`config.mk`:
```
export PLATFORM = sky130hd
export DESIGN_NAME = fetch_stage_flat
export DESIGN_NICKNAME = d
export VERILOG_FILES = /design/src/rtl/fetch_stage_if.sv /design/src/rtl/fetch_stage.sv /design/src/flat_wrapper.sv
export SDC_FILE = /design/constraint.sdc
export NUM_CORES = 1
export LEC_CHECK = 0
export ABC_AREA = 1
export ABC_CLOCK_PERIOD_IN_PS = 4900
export CORE_UTILIZATION = 30
export DETAILED_ROUTE_END_ITERATION = 16
export PLACE_DENSITY = 0.6
export SLEW_MARGIN = 15
export SYNTH_ARGS = -nofsm -noshare
export SYNTH_HDL_FRONTEND = slang
export SYNTH_SLANG_ARGS = --single-unit
export TNS_END_PERCENT = 1
```
`constraint.sdc`:
```
create_clock -name clk -period 4.9 [get_ports clk]
set_input_delay 0.49 -clock clk [delete_from_list [all_inputs] [get_ports clk]]
set_output_delay 0.49 -clock clk [all_outputs]
set_load 0.05 [all_outputs]
```
`src/rtl/fetch_stage_if.sv`:
```
// rtl/fetch_stage_if.sv - fetch stage hazard, redirect, imem and decode-side signal bundle
interface fetch_stage_if;
    logic        StallF;
    logic        StallD;
    logic        FlushD;
    logic        BranchTakenE;
    logic [31:0] BranchTargetE;
    logic        PCSrcW;
    logic [31:0] ResultW;
    logic [31:0] PCF;
    logic [31:0] InstrF;
    logic [31:0] InstrD;
    logic [31:0] PCPlus8D;
    logic        ValidD;

    modport master (
        input  StallF, StallD, FlushD,
        input  BranchTakenE, BranchTargetE,
        input  PCSrcW, ResultW,
        input  InstrF,
        output PCF, InstrD, PCPlus8D, ValidD
    );

    modport slave (
        output StallF, StallD, FlushD,
        output BranchTakenE, BranchTargetE,
        output PCSrcW, ResultW,
        output InstrF,
        input  PCF, InstrD, PCPlus8D, ValidD
    );
endinterface

```
`src/rtl/fetch_stage.sv`:
```
// rtl/fetch_stage.sv - program counter, next-PC select and IF/ID pipeline register
module fetch_stage #(
    parameter logic [31:0] RESET_PC  = 32'h00000000,
    parameter logic [31:0] NOP_INSTR = 32'hE1A00000
) (
    input  logic          clk,
    input  logic          reset,
    fetch_stage_if.master bus
);
    logic [31:0] pc_q;
    logic [31:0] pc_plus4;
    logic [31:0] pc_plus8;
    logic        redirect;
    logic [31:0] redirect_target;
    logic [31:0] instr_q;
    logic [31:0] pc_plus8_q;
    logic        valid_q;

    // Sequential successor and redirect target; execute branch outranks writeback PC write.
    // Decode sees PCD+8, i.e. the PC two words past the fetched instruction.
    always_comb begin
        pc_plus4        = pc_q + 32'd4;
        pc_plus8        = pc_q + 32'd8;
        redirect        = bus.BranchTakenE | bus.PCSrcW;
        redirect_target = (bus.BranchTakenE ? bus.BranchTargetE : bus.ResultW) & 32'hFFFF_FFFC;
    end

    // PC register: a redirect is never dropped, even under a fetch stall.
    always_ff @(posedge clk or posedge reset) begin
        if (reset) begin
            pc_q <= RESET_PC;
        end else if (redirect) begin
            pc_q <= redirect_target;
        end else if (!bus.StallF) begin
            pc_q <= pc_plus4;
        end
    end

    // IF/ID register: flush beats stall and inserts a bubble.
    always_ff @(posedge clk or posedge reset) begin
        if (reset) begin
            instr_q    <= NOP_INSTR;
            pc_plus8_q <= 32'h0;
            valid_q    <= 1'b0;
        end else if (bus.FlushD) begin
            instr_q    <= NOP_INSTR;
            pc_plus8_q <= pc_plus8;
            valid_q    <= 1'b0;
        end else if (!bus.StallD) begin
            instr_q    <= bus.InstrF;
            pc_plus8_q <= pc_plus8;
            valid_q    <= 1'b1;
        end
    end

    assign bus.PCF      = pc_q;
    assign bus.InstrD   = instr_q;
    assign bus.PCPlus8D = pc_plus8_q;
    assign bus.ValidD   = valid_q;
endmodule

```
`src/flat_wrapper.sv`:
```
// flat-port wrapper written by rule: the top's interface ports become plain ports
module fetch_stage_flat 
#(
    parameter logic [31:0] RESET_PC  = 32'h00000000,
    parameter logic [31:0] NOP_INSTR = 32'hE1A00000
)
  (clk, reset, bus_StallF, bus_StallD, bus_FlushD, bus_BranchTakenE, bus_BranchTargetE, bus_PCSrcW, bus_ResultW, bus_InstrF, bus_PCF, bus_InstrD, bus_PCPlus8D, bus_ValidD);
  fetch_stage_if bus_i ();
  input  logic clk;
  input  logic reset;
  input wire logic [$bits(bus_i.StallF)-1:0] bus_StallF;
  input wire logic [$bits(bus_i.StallD)-1:0] bus_StallD;
  input wire logic [$bits(bus_i.FlushD)-1:0] bus_FlushD;
  input wire logic [$bits(bus_i.BranchTakenE)-1:0] bus_BranchTakenE;
  input wire logic [$bits(bus_i.BranchTargetE)-1:0] bus_BranchTargetE;
  input wire logic [$bits(bus_i.PCSrcW)-1:0] bus_PCSrcW;
  input wire logic [$bits(bus_i.ResultW)-1:0] bus_ResultW;
  input wire logic [$bits(bus_i.InstrF)-1:0] bus_InstrF;
  output wire logic [$bits(bus_i.PCF)-1:0] bus_PCF;
  output wire logic [$bits(bus_i.InstrD)-1:0] bus_InstrD;
  output wire logic [$bits(bus_i.PCPlus8D)-1:0] bus_PCPlus8D;
  output wire logic [$bits(bus_i.ValidD)-1:0] bus_ValidD;
  assign bus_i.StallF = bus_StallF;
  assign bus_i.StallD = bus_StallD;
  assign bus_i.FlushD = bus_FlushD;
  assign bus_i.BranchTakenE = bus_BranchTakenE;
  assign bus_i.BranchTargetE = bus_BranchTargetE;
  assign bus_i.PCSrcW = bus_PCSrcW;
  assign bus_i.ResultW = bus_ResultW;
  assign bus_i.InstrF = bus_InstrF;
  assign bus_PCF = bus_i.PCF;
  assign bus_InstrD = bus_i.InstrD;
  assign bus_PCPlus8D = bus_i.PCPlus8D;
  assign bus_ValidD = bus_i.ValidD;
  fetch_stage #(.RESET_PC(RESET_PC), .NOP_INSTR(NOP_INSTR)) u_core (.clk(clk), .reset(reset), .bus(bus_i));
endmodule
```
==> results.sh <==
export IMPL_drv_cap=0
export IMPL_cts_sinks=93
export IMPL_p_switching_mw=0.880
export IMPL_crit_fanout=32
export IMPL_via_per_inst=4.93
export IMPL_fin_crit_sh_pct=52.0
export IMPL_crit_type="in -> reg"
export IMPL_diodes=0
export IMPL_p_int_mw=1.63
export IMPL_holdCritPathClass="reg -> reg"
export IMPL_fp_row_count=47
export IMPL_met3_usage_pct=4.60
export IMPL_skew_ps=5.97
export IMPL_syn_avg_cell_area_um2=8.02
export IMPL_cts_resized=0
export IMPL_fin_crit_ps=2550
export IMPL_post_cts_buffers=0
export IMPL_met2_usage_pct=31.8
export IMPL_io_buffers=191
export IMPL_vias=5145
export IMPL_slew_viol_final=0
export IMPL_hold_slack_ps=476
export IMPL_switching_share_pct=35.0
export IMPL_crit_path_start_kind="input pin"
export IMPL_multi_input_area_um2=2440
export IMPL_antenna_found_initial=0
export IMPL_cpMaxStageDelayCell="nand2_1"
export IMPL_grt_pass1_wl_mm=27.9
export IMPL_regArea_um2=2330
export IMPL_finalHoldViolCount=0
export IMPL_h_tree_depth=3
export IMPL_wl_per_cell_um=17.0
export IMPL_core_area_um2=16600
export IMPL_rrSetupSlack_ps=2930
export IMPL_fillers=1696
export IMPL_cp_end_kind="flop"
export IMPL_grt_ovfl_total=0
export IMPL_clockRootBuffer="clkbuf_16"
export IMPL_most_common_layout_cells="191 x clkdlybuf4s50_1, 168 x nand2_1, 87 x dfrtp_1"
export IMPL_grt_start_max_net_pins=64
export IMPL_fin_nets=925
export IMPL_seqPwrFrac_pct=37.3
export IMPL_synth_distinct_cells=33
export IMPL_status="finished clean"
export IMPL_power_density_nw_per_um2=333
export IMPL_boundaryPins=200
export IMPL_relSlewSlack_pct=26.4
export IMPL_die_area_um2=17600
export IMPL_totalWireLength_mm=17.7
export IMPL_worstMarginPinSlew_ps=1100
export IMPL_yosys_warnings=0
export IMPL_ir_drop_uv=175
export IMPL_die_y_um=133
export IMPL_clock_latency_ps=350
export IMPL_ys_seq_area_share_pct=45.6
export IMPL_path_cells="clkdlybuf4s50_1 > buf_4 > nor2_2 > nand2_1 > inv_1 > a221oi_1 > a21oi_1"
export IMPL_cp_required_ps=5130
export IMPL_top_usage_layer="met2"
export IMPL_grt_use_met1_pct=29.1
export IMPL_hold_buffers=0
export IMPL_place_congestion=0.881
export IMPL_p_clk_share_pct=32.4
export IMPL_path_clk_slew_ps=70
export IMPL_synthCells=638
export IMPL_synth_area_um2=5120
export IMPL_tritoncts="yes"
export IMPL_route_detailed_drc=0
export IMPL_setup_viol=0
export IMPL_grt_usage_pct=20.8
export IMPL_leakage_nw=3.19
export IMPL_grt_pass1_vias=4811
export IMPL_max_freq_ghz=0.393
export IMPL_share_comb_of_total_power_pct=30.4
export IMPL_ys_seq_elements=93
export IMPL_drt_first_pass_iters=5
export IMPL_die_x_um=133
export IMPL_dp_hpwl_mm=12.9
export IMPL_cpPeakStageDelay_ps=480
export IMPL_drt_iter0_drc=362
export IMPL_arrival_ps=2780
export IMPL_clk_path_buf_depth=2
export IMPL_numCtsBuffers=9
export IMPL_synthToLayoutAreaGrowth_pct=47.6
export IMPL_rsz0062_at_grt="false"
export IMPL_start_util_pct=30.7
export IMPL_layout_commonest_cell="clkdlybuf4s50_1"
export IMPL_ant_nets=0
export IMPL_fin_tns_setup_ps=0
export IMPL_drive_gt1_share_pct=7.28
-- kinds of logic (layout without fill, tap and decap cells) --
family,count (synthesis),in the layout,share of synthesized area (%)
and+or+nand+nor,320,320,27.4
AOI/OAI and AO/OA,124,124,16.8
DFF,93,93,45.6
buffers and inverters,84,267,7.12
xor gates and xnor gates,13,13,2.23
adders and majority gates,3,3,0.734
other,1,4,0.0733
-- layer usage --
layer | vias up | wire length, um
met5 | - | 0
met4 | 0 | 233
li1 | 2505 | -
met1 | 2413 | 8340
met3 | 15 | 1300
met2 | 212 | 7850
-- worst paths after layout --
path,endpoint,start,cells after the start
worst min-delay path,u_core.bus.PCPlus8D[31],u_core.bus.PCPlus8D[31],2
worst max-delay path,u_core.bus.PCF[15],bus_BranchTakenE,7
worst max register to register,u_core.bus.PCF[30],u_core.bus.PCF[2],9
max in group asynchronous,u_core.bus.PCPlus8D[3],reset,3
worst min register to register,u_core.bus.PCPlus8D[31],u_core.bus.PCPlus8D[31],2
min in group asynchronous,u_core.bus.InstrD[5],reset,2
-- cell usage after synthesis --
cell,count,share of area (%)
nand2_1,168,12
dfrtp_1,87,43
nor2_1,57,4.2
nand3_1,55,5.4
inv_1,52,3.8
a22o_1,26,4.5
a22oi_1,24,3.5
o21ai_0,17,1.7
clkbuf_1,16,1.2
a21oi_1,14,1.4
nor2_2,13,1.6
a31oi_1,11,1.3
o21ai_1,10,0.98
nand2_2,9,1.1
xor2_1,9,1.5
o211ai_1,8,1.2
buf_4,7,1.0
nand4_1,7,0.86
nor2_4,7,1.5
buf_2,6,0.59
dfstp_2,6,3.1
o22a_1,6,1.0
o31ai_1,4,0.59
xnor2_1,4,0.68
a221oi_1,3,0.51
ha_1,3,0.73
buf_6,2,0.44
nor3_1,2,0.20
conb_1,1,0.073
inv_2,1,0.073
nand3b_1,1,0.15
o21bai_1,1,0.15
or2_2,1,0.12
-- critical path, delay by kind of cell --
family / cells / cell delay (ps)
AND/OR/NAND/NOR: 2 / 660
AO/OA/AOI/OAI: 2 / 440
buffers and inverters: 3 / 1190
-- stage by stage --
stage / util (%) / cells / worst slack [ps] / power, mW / cell area [um2]
floorplan: - / 641 / 2000 / 1.39 / 5130
global placement: 43.3 / 1028 / 1980 / 1.71 / 7210
detailed placement: 43.3 / 1028 / 1920 / 1.72 / 7210
CTS: 45.4 / 1044 / 2290 / 2.54 / 7550
global route: 45.4 / 1044 / 2140 / 2.62 / 7550
finish: 45.4 / 1044 / 2350 / 2.51 / 7550
-- power groups by stage --
stage / Clock (mW) / Sequential [mW] / Combinational (mW)
after CTS: 0.831 / 0.937 / 0.769
after floorplan: 0 / 1.19 / 0.200
after global routing: 0.857 / 0.950 / 0.811
final: 0.813 / 0.937 / 0.763
after global placement: 0 / 0.949 / 0.765
after detailed placement: 0 / 0.951 / 0.767
-- sequential cells by signal (all words and copies together), names as in the netlist --
name and cells:
u_core.bus.InstrD 32, u_core.bus.ValidD 1, u_core.bus.PCF 30, u_core.bus.PCPlus8D 30
-- final cells by class --
cell class	instances	area share, %
clock buffers	12	3.26
clock inverters	4	1.26
inverters	53	2.65
multi-input cells	464	32.3
flip-flops and latches	93	30.9
well taps	220	3.64
repair buffers	198	26.0
(Power assumes the default switching activity.)
